<file path="src/rtl/digtal_uart_rx16x.sv">
// UART receiver driven by a 16x-baud strobe: mid-bit sampling, optional parity,
// one-cycle valid/parity/framing pulses.
module digtal_uart_rx16x #(
  parameter int DATA_BITS   = 8,
  parameter int PARITY      = 0,
  parameter int SYNC_STAGES = 2
) (
  input  logic                 Clock,
  input  logic                 Reset_N,
  input  logic                 Baud16X,
  input  logic                 RXD,
  output logic [DATA_BITS-1:0] Data,
  output logic                 Data_Valid,
  output logic                 Parity_Error,
  output logic                 Frame_Error,
  output logic                 Busy
);

  localparam int IDX_W = (DATA_BITS > 1) ? $clog2(DATA_BITS) : 1;

  typedef enum logic [2:0] {
    S_IDLE, S_START, S_DATA, S_PARITY, S_STOP, S_WAIT_IDLE
  } state_t;

  state_t               state_reg, state_next;
  logic [SYNC_STAGES-1:0] sync_reg;
  logic                 baud_prev_reg;
  logic [3:0]           cnt_reg, cnt_next;
  logic [IDX_W-1:0]     idx_reg, idx_next;
  logic [DATA_BITS-1:0] shift_reg, shift_next;
  logic                 par_bit_reg, par_bit_next;
  logic [DATA_BITS-1:0] data_next;
  logic                 valid_next, perr_next, ferr_next;
  logic                 tick, rxs, par_mismatch;

  assign rxs  = sync_reg[SYNC_STAGES-1];
  assign tick = Baud16X & ~baud_prev_reg;
  assign Busy = (state_reg != S_IDLE);

  // Odd parity wants XOR(data, parity) = 1, even wants 0.
  always_comb begin
    par_mismatch = 1'b0;
    if (PARITY == 1)      par_mismatch = ~(^shift_reg ^ par_bit_reg);
    else if (PARITY == 2) par_mismatch = ^shift_reg ^ par_bit_reg;
  end

  always_ff @(posedge Clock or negedge Reset_N) begin
    if (!Reset_N) begin
      sync_reg      <= '1;
      baud_prev_reg <= 1'b0;
      state_reg     <= S_IDLE;
      cnt_reg       <= '0;
      idx_reg       <= '0;
      shift_reg     <= '0;
      par_bit_reg   <= 1'b0;
      Data          <= '0;
      Data_Valid    <= 1'b0;
      Parity_Error  <= 1'b0;
      Frame_Error   <= 1'b0;
    end else begin
      sync_reg      <= {sync_reg[SYNC_STAGES-2:0], RXD};
      baud_prev_reg <= Baud16X;
      state_reg     <= state_next;
      cnt_reg       <= cnt_next;
      idx_reg       <= idx_next;
      shift_reg     <= shift_next;
      par_bit_reg   <= par_bit_next;
      Data          <= data_next;
      Data_Valid    <= valid_next;
      Parity_Error  <= perr_next;
      Frame_Error   <= ferr_next;
    end
  end

  always_comb begin
    state_next   = state_reg;
    cnt_next     = cnt_reg;
    idx_next     = idx_reg;
    shift_next   = shift_reg;
    par_bit_next = par_bit_reg;
    data_next    = Data;
    valid_next   = 1'b0;
    perr_next    = 1'b0;
    ferr_next    = 1'b0;
    if (tick) begin
      case (state_reg)
        S_IDLE: begin
          if (!rxs) begin
            state_next = S_START;
            cnt_next   = '0;
          end
        end
        S_START: begin
          if (cnt_reg == 4'd7) begin
            if (rxs) begin
              state_next = S_IDLE;
            end else begin
              state_next = S_DATA;
              cnt_next   = '0;
              idx_next   = '0;
            end
          end else begin
            cnt_next = cnt_reg + 4'd1;
          end
        end
        S_DATA: begin
          if (cnt_reg == 4'd15) begin
            shift_next[idx_reg] = rxs;
            cnt_next            = '0;
            if (idx_reg == IDX_W'(DATA_BITS - 1))
              state_next = (PARITY != 0) ? S_PARITY : S_STOP;
            else
              idx_next = idx_reg + 1'b1;
          end else begin
            cnt_next = cnt_reg + 4'd1;
          end
        end
        S_PARITY: begin
          if (cnt_reg == 4'd15) begin
            par_bit_next = rxs;
            state_next   = S_STOP;
            cnt_next     = '0;
          end else begin
            cnt_next = cnt_reg + 4'd1;
          end
        end
        S_STOP: begin
          if (cnt_reg == 4'd15) begin
            data_next = shift_reg;
            cnt_next  = '0;
            // A good stop bit frees the FSM mid-bit so the next start edge is caught.
            if (rxs) begin
              valid_next = 1'b1;
              perr_next  = par_mismatch;
              state_next = S_IDLE;
            end else begin
              ferr_next  = 1'b1;
              state_next = S_WAIT_IDLE;
            end
          end else begin
            cnt_next = cnt_reg + 4'd1;
          end
        end
        S_WAIT_IDLE: begin
          if (rxs) state_next = S_IDLE;
        end
        default: state_next = S_IDLE;
      endcase
    end
  end

endmodule

</file>
<file path="config.mk">
export PLATFORM = sky130hd
export DESIGN_NAME = digtal_uart_rx16x
export DESIGN_NICKNAME = d
export VERILOG_FILES = /design/src/rtl/digtal_uart_rx16x.sv
export SDC_FILE = /design/constraint.sdc
export NUM_CORES = 1
export LEC_CHECK = 0
export ABC_AREA = 1
export BUFFER_PORTS_ARGS = -buffer_cell sky130_fd_sc_hd__buf_2
export CAP_MARGIN = 20
export CORE_ASPECT_RATIO = 0.7
export CORE_UTILIZATION = 51
export DETAILED_ROUTE_END_ITERATION = 6
export GPL_TIMING_DRIVEN = 0
export PLACE_DENSITY = 0.73
export REMOVE_ABC_BUFFERS = 1
export SLEW_MARGIN = 0
export SYNTH_ARGS = -nofsm -noshare
export SYNTH_HDL_FRONTEND = slang
export SYNTH_SLANG_ARGS = --single-unit
</file>
<file path="constraint.sdc">
create_clock -name Clock -period 1.4 [get_ports Clock]
set_clock_uncertainty 0.2 [all_clocks]
set_input_delay 0.28 -clock Clock [delete_from_list [all_inputs] [get_ports Clock]]
set_output_delay 0.28 -clock Clock [all_outputs]
set_load 0.02 [all_outputs]
</file>
==> out/metrics.csv <==
metric,value,unit
yosysSeqAreaShare,0.502,
synth_xor_area_frac,0.00565,
rsz0062_at_grt,yes,
violations,negative setup slack,
finalSetupTns,-7.18,ns
syn_avg_cell_area,8.25,µm²
drv_cap,0,
port_buffers,14,
critPathTopFamily,simple AND/OR/NAND/NOR gates,
p_leak,0.989,nW
critical_path.slowest_cell,dfrtp_1,
clkTransAtPathRegs,0.07,ns
seqCellArea,783,µm²
synthToLayoutAreaGrowth,33.5,%
yosys.area_share.adder,0.0242,
synth_warnings,0,
cpPeakStageDelay,0.41,ns
start_util,0.545,
synth_simple_gate_area_frac,0.288,
final_cell_mix,"45 x nand2_1, 25 x dfrtp_1, 23 x inv_1",
final_common_cell,nand2_1,
min_path_type,register to register,
cp-start-kind,register,
drc_errors,0,
cp_data_arrival_time,1.71,ns
grtUsageMet3,0.0654,
powerDensity,1490,nW/µm²
drt-total-wl,3720,µm
track_usage,0.238,
status,"finished, violations left",
fillers,185,
wire_per_inst,14.0,µm
multi_input_area,788,µm²
vias,1410,
std_cell_rows,16,
hold_ws,0.158,ns
die_w,67.9,µm
drtPass1Iterations,4,
die_area,3270,µm²
synth_compound_area_frac,0.100,
die_h,48.1,µm
grt_max_degree,32,
cts_htree_levels,2,
viasPerCell,5.32,
use_met2,0.422,
cp_cell_sequence,ha_4 -> nand2_4 -> nor2_4 -> nand2_2 -> nor2_4 -> nand3_2 -> nand2_2 -> o21ai_1,
clock.fmax,576,MHz
final_cell_count_no_fill,265,
cp_max_fo,8,
synthMuxAreaShare,0,
hold_viol,0,
final_nets,235,
routabilityCongestion,0.838,
slew_viol_final,0,
dp_slack,-0.533,ns
grt_pass1_vias,1232,
peakVddDrop,1.33,mV
dr.first_iter.drc_count,106,
finalSetupViolCount,29,
grt_overflow_total,0,
hold_depth,0,
synth_cell_types,25,
core-area,2840,µm²
synthesis.area,1550,µm²
grt_pass1_wl,5420,µm
cts_max_path_buffers,2,
clockRootBuffer,clkbuf_8,
clock-sinks,31,
path_class,register to register,
worst-path-buf-inv,0,
antenna_cells,0,
io-pin-count,16,
synth_top_family_by_area,simple AND/OR/NAND/NOR gates,
ant_nets,0,
synthesis.instances,188,
synth_seq_cells,31,
drive_gt1_frac,0.389,
dp.cells,235,
crit_required,1.37,ns
cp.depth,8,
cts_buffers,5,
busiest_layer,met2,
rr_worst_depth,8,
layout_setup_ws,-0.337,ns
critical_path.endpoint_type,register,
dp_hpwl,2090,µm
antenna_found_initial,0,
power,3.08,mW
cts_tree,built,
insertion_delay,0.28,ns
use_met1,0.275,
period_needed,1.74,ns
timing.final.crit_share,1.24,
-- final timing paths --
kind | slack, ns | to | startpoint
min in group asynchronous | 0.29 | cnt_reg[0] | Reset_N
max reg2reg | -0.34 | shift_reg[4] | cnt_reg[0]
min reg2reg | 0.16 | sync_reg[1] | sync_reg[0]
max in group asynchronous | 0.36 | sync_reg[0] | Reset_N
max | -0.34 | shift_reg[4] | cnt_reg[0]
min | 0.16 | sync_reg[1] | sync_reg[0]
-- what timing repair did --
item / CTS / global route
endpoints found under the hold margin: 31 / 0
gates resized for setup: 37 / 6
endpoints found under the setup margin: 29 / 41
buffers inserted: 17 / 2
hold buffers: 3 / 0
pin swaps: 10 / 9
-- Yosys cell counts --
| library cell | n | area, µm² |
|---|---|---|
| ha_1 | 3 | 37.5 |
| o21bai_1 | 1 | 7.51 |
| inv_2 | 1 | 3.75 |
| inv_1 | 25 | 93.8 |
| nor2_2 | 3 | 18.8 |
| o21ai_1 | 9 | 45.0 |
| buf_4 | 1 | 7.51 |
| o21ai_2 | 9 | 78.8 |
| buf_6 | 1 | 11.3 |
| a21oi_2 | 1 | 8.76 |
| clkbuf_1 | 1 | 3.75 |
| nand3b_2 | 1 | 11.3 |
| nand2_2 | 1 | 6.26 |
| nand4_2 | 1 | 12.5 |
| o21ai_0 | 3 | 15.0 |
| nor2_1 | 15 | 56.3 |
| nand3b_1 | 1 | 7.51 |
| nand4_1 | 4 | 25.0 |
| nand3_1 | 19 | 95.1 |
| dfstp_2 | 2 | 52.6 |
| xor2_1 | 1 | 8.76 |
| nand2_1 | 54 | 203 |
| conb_1 | 1 | 3.75 |
| nor2_4 | 1 | 11.3 |
| dfrtp_1 | 29 | 726 |
-- cell families (layout without fill, tap and decap cells) --
family,count (synthesis),in the layout
other,1,1
buffers and inverters,29,70
adder cells (fa/ha/maj),3,3
AO/OA/AOI/OAI,23,23
XOR/XNOR,1,1
AND/OR/NAND/NOR,100,100
flip-flops,31,31
-- metrics by stage --
step,instance area (µm²),util
4_1_cts,2020,0.712
3_3_place_gp,1640,0.578
6_report,2070,0.728
5_1_grt,2070,0.728
3_5_place_dp,1640,0.578
2_1_floorplan,1530,-
-- per-layer routing --
| layer | up-vias | share of wire |
|---|---|---|
| li1 | 676 | - |
| met1 | 669 | 0.42 |
| met2 | 55 | 0.50 |
| met3 | 10 | 0.059 |
| met4 | 0 | 0.021 |
| met5 | - | 0 |
-- power breakdown --
part           switching (mW)  leakage (nW)  total (mW)  internal, mW
Sequential              0.153         0.410        1.16          1.01
Clock                   0.331        0.0422       0.679         0.348
Combinational           0.740         0.537        1.24         0.500
-- final cells by class --
cell class	instances	share of cell area
sequential	31	0.378
inverter	26	0.0502
timing repair buffer	36	0.129
clock buffer	7	0.0369
clock inverter	1	0.00242
multi-input combinational	128	0.381
tap	36	0.0218
(Power assumes the default switching activity.)
